## src/rtl/fifo_burst_reader.sv

```systemverilog
// Burst read master for the async FIFO read side. It pulls burst_len words and
// replays them as a valid/ready stream through a 2-entry skid buffer.
module fifo_burst_reader #(
  parameter int WIDTH = 8,
  parameter int LEN_W = 8
) (
  input  logic             rd_clk,
  input  logic             res,
  input  logic             start,
  input  logic [LEN_W-1:0] burst_len,
  input  logic             fifo_empty,
  input  logic [WIDTH-1:0] fifo_rdata,
  input  logic             fifo_underflow,
  output logic             fifo_rd_en,
  output logic             m_valid,
  input  logic             m_ready,
  output logic [WIDTH-1:0] m_data,
  output logic             m_last,
  output logic             busy,
  output logic             done,
  output logic             err
);

  typedef enum logic [1:0] {IDLE, READ, DRAIN, FINISH} state_t;

  state_t           state, state_nxt;
  logic [LEN_W-1:0] remaining;
  logic             pend, pend_last;
  logic [1:0]       occ;
  logic             wr_ptr, rd_ptr;
  logic [WIDTH-1:0] q_data [2];
  logic [1:0]       q_last;
  logic             pop, push, accept, final_read;

  assign pop        = m_valid & m_ready;
  assign push       = pend;
  assign accept     = (state == IDLE) & start;
  assign final_read = fifo_rd_en & (remaining == LEN_W'(1));

  // A read is only issued if the word it returns is guaranteed a buffer slot.
  always_comb begin
    state_nxt  = state;
    fifo_rd_en = 1'b0;
    case (state)
      IDLE: begin
        if (start) state_nxt = (burst_len == '0) ? FINISH : READ;
      end
      READ: begin
        if ((remaining != '0) && !fifo_empty &&
            (({1'b0, occ} + {2'b00, pend}) < (3'd2 + {2'b00, pop})))
          fifo_rd_en = 1'b1;
        if (fifo_rd_en && (remaining == LEN_W'(1))) state_nxt = DRAIN;
      end
      DRAIN: begin
        if (pop && m_last) state_nxt = FINISH;
      end
      FINISH: state_nxt = IDLE;
      default: state_nxt = IDLE;
    endcase
  end

  always_ff @(posedge rd_clk or posedge res) begin
    if (res) begin
      state     <= IDLE;
      remaining <= '0;
      pend      <= 1'b0;
      pend_last <= 1'b0;
      err       <= 1'b0;
    end else begin
      state     <= state_nxt;
      pend      <= fifo_rd_en;
      pend_last <= final_read;
      if (accept) remaining <= burst_len;
      else if (fifo_rd_en) remaining <= remaining - LEN_W'(1);
      if (accept) err <= 1'b0;
      else if (fifo_underflow && busy) err <= 1'b1;
    end
  end

  // Words returned by the FIFO land here one cycle after their read strobe.
  always_ff @(posedge rd_clk or posedge res) begin
    if (res) begin
      occ    <= 2'd0;
      wr_ptr <= 1'b0;
      rd_ptr <= 1'b0;
      q_last <= 2'b00;
      for (int i = 0; i < 2; i++) q_data[i] <= '0;
    end else begin
      if (push) begin
        q_data[wr_ptr] <= fifo_rdata;
        q_last[wr_ptr] <= pend_last;
        wr_ptr         <= ~wr_ptr;
      end
      if (pop) rd_ptr <= ~rd_ptr;
      occ <= occ + {1'b0, push} - {1'b0, pop};
    end
  end

  assign m_valid = (occ != 2'd0);
  assign m_data  = m_valid ? q_data[rd_ptr] : '0;
  assign m_last  = m_valid & q_last[rd_ptr];
  assign busy    = (state != IDLE);
  assign done    = (state == FINISH);

endmodule

```

## config.mk

```make
export PLATFORM = sky130hd
export DESIGN_NAME = fifo_burst_reader
export DESIGN_NICKNAME = d
export VERILOG_FILES = /design/src/rtl/fifo_burst_reader.sv
export SDC_FILE = /design/constraint.sdc
export NUM_CORES = 1
export LEC_CHECK = 0
export CAP_MARGIN = 30
export CELL_PAD_IN_SITES_DETAIL_PLACEMENT = 1
export CELL_PAD_IN_SITES_GLOBAL_PLACEMENT = 2
export CORE_ASPECT_RATIO = 1.2
export CORE_MARGIN = 8
export CORE_UTILIZATION = 36
export CTS_CLUSTER_DIAMETER = 150
export DETAILED_ROUTE_END_ITERATION = 12
export MAX_ROUTING_LAYER = met4
export PLACE_DENSITY_LB_ADDON = 0.25
export SETUP_SLACK_MARGIN = 0.4
export SYNTH_ARGS = -nofsm -noshare
export SYNTH_HDL_FRONTEND = slang
export SYNTH_SLANG_ARGS = --single-unit
```

## constraint.sdc

```tcl
create_clock -name rd_clk -period 2.8 [get_ports rd_clk]
set_clock_uncertainty 0.2 [all_clocks]
set_input_delay 0.56 -clock rd_clk [delete_from_list [all_inputs] [get_ports rd_clk]]
set_output_delay 0.56 -clock rd_clk [all_outputs]
set_load 0.02 [all_outputs]
```

## After elaboration in Yosys (flattened, before gate mapping)

Cells that the tools add are included.

| operators by class | value |
|---|---|
| reductions and logical operators | 16 |
| multiply operators | 0 |
| divide/modulo/power cells | 0 |
| add/sub/neg operators | 5 |
| $lt $le $gt $ge | 7 |
| mux-type cells | 24 |
| shifts and indexed selects | 0 |
| eq/ne operators | 7 |
| bitwise logic cells | 8 |

Operators by type and width:

| cell | count |
|---|---|
| 8-bit two-way mux | 7 |
| 16-bit bitwise mux | 1 |
| 8-bit demux with 1-bit select | 1 |
| 8-bit by 1-bit equality test with 1-bit output, second input constant | 1 |
| 8-bit logical NOT | 1 |
| 1-bit two-way mux | 8 |
| 2-bit two-way mux | 4 |
| 2-bit one-hot mux with 4 select lines | 1 |
| 2-bit nonzero test | 4 |
| 8-bit nonzero test | 1 |
| 8-bit by 1-bit subtractor with 8-bit output, second input constant | 1 |
| 1-bit logical AND | 7 |
| 2-bit inequality test, second input constant | 3 |
| 1-bit AND | 4 |
| 2-bit equality test, second input constant | 2 |
| 2-bit greater-or-equal comparator, second input constant | 2 |
| 1-bit by 2-bit less-than comparator with 1-bit output, second input constant | 2 |
| 1-bit inverter with 2-bit output | 2 |
| 2-bit by 1-bit adder with 3-bit output | 1 |
| 2-bit by 1-bit adder with 3-bit output, first input constant | 1 |
| 3-bit less-than comparator | 1 |
| 3-bit AND reduction | 1 |
| 2-bit by 1-bit adder with 2-bit output | 1 |
| 2-bit bitwise mux | 1 |
| other kinds (8) | 9 |

| storage, ports and cells | value |
|---|---|
| latch bits | 0 |
| register bits | 35 |
| output and inout port bits | 14 |
| RAM bits | 0 |
| memories | 0 |
| input bits | 22 |
| bits in read-only memories | 0 |
| word-level logic and storage cells | 78 |

## Logic depth before layout (Yosys ltp)

| logic depth | value |
|---|---|
| depth after elaboration | 10 |
| mapped depth | 7 |
| gate-level depth less buffers | 7 |

## Worst setup path before layout

OpenSTA, ideal clock, no wires.

| path | value |
|---|---|
| path type | reg2out |
| start point | register pend |
| end point | output port fifo_rd_en |
| cell stages (with the launch flop) | 6 |
| arrival | 1541 ps |
| setup slack | 499 ps |
| path through | dfrtp_1 ha_1 ha_1 o21ai_0 buf_2 and3_1 |

| on the way | value |
|---|---|
| longest elaborated chain between the ends | 6 |

RTL lines:

| item | RTL line | RTL |
|---|---|---|
| from (decl) | 28 | `logic pend, pend_last;` |
| from (signal assigned) | 71 | `pend <= fifo_rd_en;` |
| 2-bit by 1-bit adder with 3-bit output | 50 | `(({1'b0, occ} + {2'b00, pend}) < (3'd2 + {2'b00, pop})))` |
| 3-bit less-than comparator | 50 |  |
| 1-bit logical AND | 49 | `if ((remaining != '0) && !fifo_empty &&` |
| 1-bit two-way mux | 49 |  |
| 1-bit two-way mux (2 in a row) | 44 | `case (state)` |
| to (decl) | 14 | `output logic fifo_rd_en,` |

No other way between the ends. The select of a mux whose other input is x is not followed.

## Final worst setup path

Ends and elaborated chain as after synthesis.

==> impl_metrics.json <==
{
  "drc_errors": 0,
  "synthTopCellsByArea": "dfrtp_1 45%, mux2_2 10%, ha_1 7.7%, mux2i_1 5.6%, nor2_1 3.8%",
  "grt_max_degree": 36,
  "synth_top_cell_area_share_pct": 44.8,
  "dieHeight_um": 96.8,
  "min_period_ps": 2410,
  "hold_viol": 0,
  "worst_ir_drop_vdd_mv": 0.421,
  "grt_pass1_wl_um": 8840,
  "ys_seq_area_share_pct": 44.8,
  "cts_max_level": 2,
  "ys.flop_type": "dfrtp_1",
  "dp_hpwl_um": 4010,
  "clkPwrFrac_pct": 14.9,
  "port_buffers": 35,
  "area_growth_pct": 35.0,
  "gp_congestion": 0.850,
  "synth.largest_area_cell": "dfrtp_1",
  "routed_wirelength_um": 5320,
  "synth_edf_count": 0,
  "clock_sinks": 35,
  "p_comb_share_pct": 54.6,
  "cellPowerDensity_nw_per_um2": 1160,
  "grt-ovfl-total": 0,
  "max-slew-margin-rel_pct": 68.4,
  "fmax_ghz": 0.416,
  "drt_iter0_drc": 63,
  "p_switching_mw": 1.25,
  "clk_pin_slew_ps": 80,
  "dr_total_vias": 1640,
  "grt_pass1_vias": 1790,
  "drive_above_1_share_pct": 24.7,
  "num_io_pins": 36,
  "start_util_pct": 37.2,
  "cts_tree": "built",
  "row_count": 29,
  "core_um2": 5260,
  "critPathArrivalTime_ps": 1650,
  "rsz0062_at_grt": "true",
  "finalCritPeriodShare_pct": 85.9,
  "clockBufferDepth": 2,
  "mostFrequentLayoutCell": "dfrtp_1",
  "reg2reg_depth": 9,
  "path_max_fanout": 2,
  "first_pass_iters": 4,
  "hold_buffers": 0,
  "cts_buffers": 5,
  "cellLeakagePower_nw": 1.24,
  "syn-num-nets": 219,
  "holdPathStages": 1,
  "final_cell_mix": "34 x dfrtp_1, 23 x clkdlybuf4s50_1, 21 x buf_4, 20 x nor2_1, 18 x mux2_2",
  "cp-end-kind": "output port",
  "synth_cells": 185,
  "fp.dieArea_um2": 8060,
  "p_sw_share_pct": 40.7,
  "critPathKind": "reg2out",
  "clk_latency_ps": 280,
  "finalPower_mw": 3.07,
  "syn_avg_cell_area_um2": 10.6,
  "yosys_warnings": 0,
  "synth_cell_types": 43,
  "worstMarginPinSlew_ps": 474,
  "maxCapViolations": 0,
  "outcome": "finished, final reports clean",
  "synth-seq-cells": 35,
  "p_seq_share_pct": 30.5,
  "drv_slew": 0,
  "finalSetupViolCount": 0,
  "root_buffer": "clkbuf_8",
  "final_antenna_net_count": 0,
  "async_flop_share_pct": 100,
  "die_x_um": 83.3,
  "wl_per_cell_um": 17.4,
  "tns_ps": 0,
  "hold_path_class": "reg2reg",
  "place_area_um2": 2450,
  "crit_path_start_kind": "flop",
  "syn_area_um2": 1960,
  "nNetsFinal": 276,
  "grt_usage_pct": 13.6,
  "antenna_found_initial": 0,
  "cp.required_ps": 2040,
  "diodes": 0,
  "intPower_mw": 1.82,
  "via_per_inst": 5.38,
  "final_area_um2": 2640
}
routing by layer:
| layer | GRT usage (%) | vias up | routed length (µm) |
|---|---|---|---|
| li1 | - | 777 | - |
| met1 | 13.8 | 810 | 2050 |
| met2 | 24.3 | 44 | 2910 |
| met3 | 4.03 | 9 | 275 |
| met4 | 4.47 | 0 | 79 |
| met5 | - | - | 0 |
power groups by stage:
stage	Sequential (mW)	Clock (mW)	Combinational (mW)
after detailed placement	0.962	0	1.63
after floorplan	0.899	0	1.05
after CTS	0.954	0.473	1.62
after global routing	0.974	0.490	1.84
final	0.934	0.457	1.68
after global placement	0.936	0	1.55
registers in the layout (all words and copies together) (netlist names):
| register | cells |
|---|---|
| q_data | 16 |
| remaining | 8 |
| occ | 2 |
| q_last | 2 |
| state | 2 |
| err | 1 |
| pend | 1 |
| pend_last | 1 |
| rd_ptr | 1 |
| wr_ptr | 1 |
per-stage QoR:
stage | util (%) | hold WS [ps] | std cells | setup slack (ps)
2_1_floorplan | - | 263 | 185 | 499
6_report | 50.2 | 309 | 305 | 394
3_3_place_gp | 46.5 | 277 | 289 | -79.6
5_1_grt | 50.2 | 327 | 305 | 303
4_1_cts | 49.2 | 313 | 301 | 307
3_5_place_dp | 46.5 | 295 | 289 | -89.0
final cells by class:
| class | instances | area [µm²] |
|---|---|---|
| timing repair buffer | 55 | 492 |
| multi-input combinational | 134 | 1040 |
| clock inverter | 3 | 43.8 |
| inverter | 11 | 41.3 |
| clock buffer | 5 | 68.8 |
| tap | 62 | 77.6 |
| sequential | 35 | 877 |
| fill | 574 | 2620 |
worst max-delay path, stage by stage, from the launching register on:
cell and delay, ps:
dfrtp_1 390, ha_1 200, ha_2 330, o21ai_1 80, and3_1 200, buf_4 160
what timing repair did:
| item | 4_1_cts | 5_1_grt |
|---|---|---|
| gates resized for setup | 18 | 7 |
| pin swaps | 1 | 2 |
| endpoints found under the setup margin | 12 | 3 |
| buffers inserted | 4 | 4 |
cells in the mapped netlist, types with 2 or more instances:
library cell	n
a21oi_1	3
a31o_2	2
a31oi_1	5
and2_1	2
buf_2	2
clkbuf_1	2
dfrtp_1	35
ha_1	12
inv_1	11
mux2_2	18
mux2i_1	11
nand2_1	13
nand3_1	3
nand4_1	6
nor2_1	20
nor2b_1	2
nor3_1	3
nor3b_1	3
nor4_1	4
o21ai_0	3
xnor2_1	3
worst paths after layout:
kind	slack (ps)	to	start
worst max-delay path	390	fifo_rd_en	pend
worst min-delay path	310	q_data[15]	q_data[15]
worst max register to register	770	occ[1]	occ[0]
worst min register to register	310	q_data[15]	q_data[15]
max in group asynchronous	1560	rd_ptr	res
min in group asynchronous	480	q_data[1]	res
kinds of logic (layout without fill, tap and decap cells):
family | after synthesis | count (layout) | share of synthesized area, %
and+or+nand+nor | 64 | 64 | 16.9
AOI/OAI and AO/OA | 25 | 25 | 9.27
buffers and inverters | 16 | 74 | 3.58
DFF | 35 | 35 | 44.8
xor gates and xnor gates | 4 | 4 | 1.79
adders and majority gates | 12 | 12 | 7.67
muxes | 29 | 29 | 16.0
Power figures use the tool's default switching activity.
==> edit: new RTL, config.mk and constraints unchanged <==
Register the output `err` once more; this adds one clock of latency there. The other outputs are not delayed to match.
--- a/src/rtl/fifo_burst_reader.sv
+++ b/src/rtl/fifo_burst_reader.sv
@@ -23,4 +23,6 @@
 
   typedef enum logic [1:0] {IDLE, READ, DRAIN, FINISH} state_t;
+
+  logic err_s0;
 
   state_t           state, state_nxt;
@@ -66,5 +68,5 @@
       pend      <= 1'b0;
       pend_last <= 1'b0;
-      err       <= 1'b0;
+      err_s0    <= 1'b0;
     end else begin
       state     <= state_nxt;
@@ -73,6 +75,6 @@
       if (accept) remaining <= burst_len;
       else if (fifo_rd_en) remaining <= remaining - LEN_W'(1);
-      if (accept) err <= 1'b0;
-      else if (fifo_underflow && busy) err <= 1'b1;
+      if (accept) err_s0 <= 1'b0;
+      else if (fifo_underflow && busy) err_s0 <= 1'b1;
     end
   end
@@ -103,4 +105,8 @@
   assign done    = (state == FINISH);
 
+  always_ff @(posedge rd_clk) begin
+    err <= err_s0;
+  end
+
 endmodule
 
Check against the original RTL: not equivalent (Yosys sat finds a counterexample within 4 cycles, from zero or initial values).
==> edit against the unedited design <==
  * Power grew 4.7%
  * Setup slack gained 22 ps
  * Synthesized area grew 1.0%
  * Utilization grew 1.5 points
  * Sequential power grew 2%
  * Final area grew 3.8%
  * Routed wire length grew 2.0%
  * Sequential cell count grew 1
  * Critical path type unchanged
==> edit: results <==
metrics = {
    "outcome": {
        "status": "complete, no violations",
    },
    "routing": {
        "vias": 1666,
        "dr.pass1.iters": 2,
        "drt_first_iter_violations": 77,
        "post_drt_wl_per_cell_um": 17.34,
    },
    "layout": {
        "nets": 284,
        "drive_gt1_share_pct": 27.49,
        "fillers": 586,
        "layoutNonFillerInstCount": 313,
    },
    "global_routing": {
        "grt_util_all_layers_pct": 13.76,
        "grt_pass1_vias": 1870,
        "grt_pass1_wl_mm": 9.094,
    },
    "worst_setup_path": {
        "cp_slowest_stage_delay_ps": 400,
        "cp_data_arrival_time_ps": 1620,
        "crit_family": "simple AND/OR/NAND/NOR gates",
    },
    "clocking": {
        "root_buffer": "clkbuf_8",
        "ctsLongestPathBuffers": 2,
        "clk_pin_slew_ps": 80,
        "cts_inserted_buffers": 5,
    },
    "yosys": {
        "synthArstFlopShare_pct": 97.22,
        "synthCells": 186,
        "ys_types": 44,
        "ys.warnings.count": 0,
        "mappedNetlistNets": 220,
        "ys_seq_area_share_pct": 45.32,
        "yosys-top-cells-count": "dfrtp_1, nor2_1, mux2_2, nand2_1, ha_1",
        "ys_top_cells_by_area": "dfrtp_1, mux2_2, ha_1",
    },
    "placement": {
        "gp_congestion": 0.8420,
        "post-dp-hpwl_mm": 4.020,
        "dp.cells": 292,
        "placed_cell_area_mm2": 0.002481,
    },
    "die": {
        "start_util_pct": 37.32,
    },
    "pwr": {
        "ir_drop_v": 0.0003999,
        "leakage_nw": 1.263,
    },
    "timing": {
        "relSlewSlack_pct": 67.92,
    },
}
-- edit: area by class of cell --
cell class                 instances  share of cell area, %
sequential                        36                  32.71
tap                               62                  2.828
timing repair buffer              62                  20.12
clock inverter                     1                  1.095
multi-input combinational        134                  38.23
inverter                          11                  1.505
clock buffer                       7                  3.513
-- edit: stage by stage --
step           hold slack, ps  TNS (ps)  setup slack, ps  total power [mW]  utilization (%)
2_1_floorplan           147.9         0            498.8             1.976                -
5_1_grt                 203.2         0            374.6             3.449            51.77
4_1_cts                 179.3         0            351.0             3.170            50.28
3_5_place_dp            160.2    -83.24           -83.24             2.632            46.84
6_report                176.5         0            415.8             3.210            51.77
3_3_place_gp            152.9    -81.36           -81.36             2.541            46.84
-- edit: final timing paths --
path	endpoint	startpoint	cells after the start	slack, ps
setup / recovery	fifo_rd_en	pend	5	420
hold / removal	err	err_s0	0	180
hold reg to reg	err	err_s0	0	180
setup reg to reg	occ[1]	occ[0]	10	620
max in group asynchronous	rd_ptr	res	3	1570
min in group asynchronous	occ[0]	res	3	480
-- edit: logic make-up (layout without fill, tap and decap cells) --
logic type	Yosys count	after routing	share of synthesized area, %
AOI/OAI and AO/OA	25	25	9.178
xor gates and xnor gates	4	4	1.772
adders and majority gates	12	12	7.595
buffers and inverters	16	81	3.544
DFF	36	36	45.32
muxes	29	29	15.82
and+or+nand+nor	64	64	16.77
-- edit: power by group --
group          total, mW  internal, mW  switching [mW]  leakage, nW
Clock              0.503         0.314           0.189       0.0645
Sequential         0.951         0.765           0.186        0.427
Combinational       1.76         0.860           0.897        0.772
Total               3.21          1.94            1.27         1.26
-- edit: routing by layer --
metal / vias up / wire [um] / global-route usage [%]
met5: - / 0 / -
met4: 0 / 54 / 4.527
met3: 5 / 195 / 3.104
met2: 31 / 2981 / 24.63
met1: 835 / 2196 / 14.45
li1: 795 / - / -
-- edit: worst register-to-register path, stage by stage, from the launching register on --
cell     delay [ps]
dfrtp_1         390
buf_4           130
buf_4           130
o21ai_2         150
buf_4           160
inv_1            50
ha_1            280
inv_1            60
ha_1            200
xnor2_1         210
xnor2_1         140
-- edit: what timing repair did --
| item | 4_1_cts | 5_1_grt |
|---|---|---|
| setup endpoints to repair | 12 | 1 |
| setup buffers | 5 | 8 |
| hold buffers | 0 | 0 |
| resized for setup | 22 | 7 |
| gates cloned | 0 | 0 |
| pin swaps | 1 | 4 |
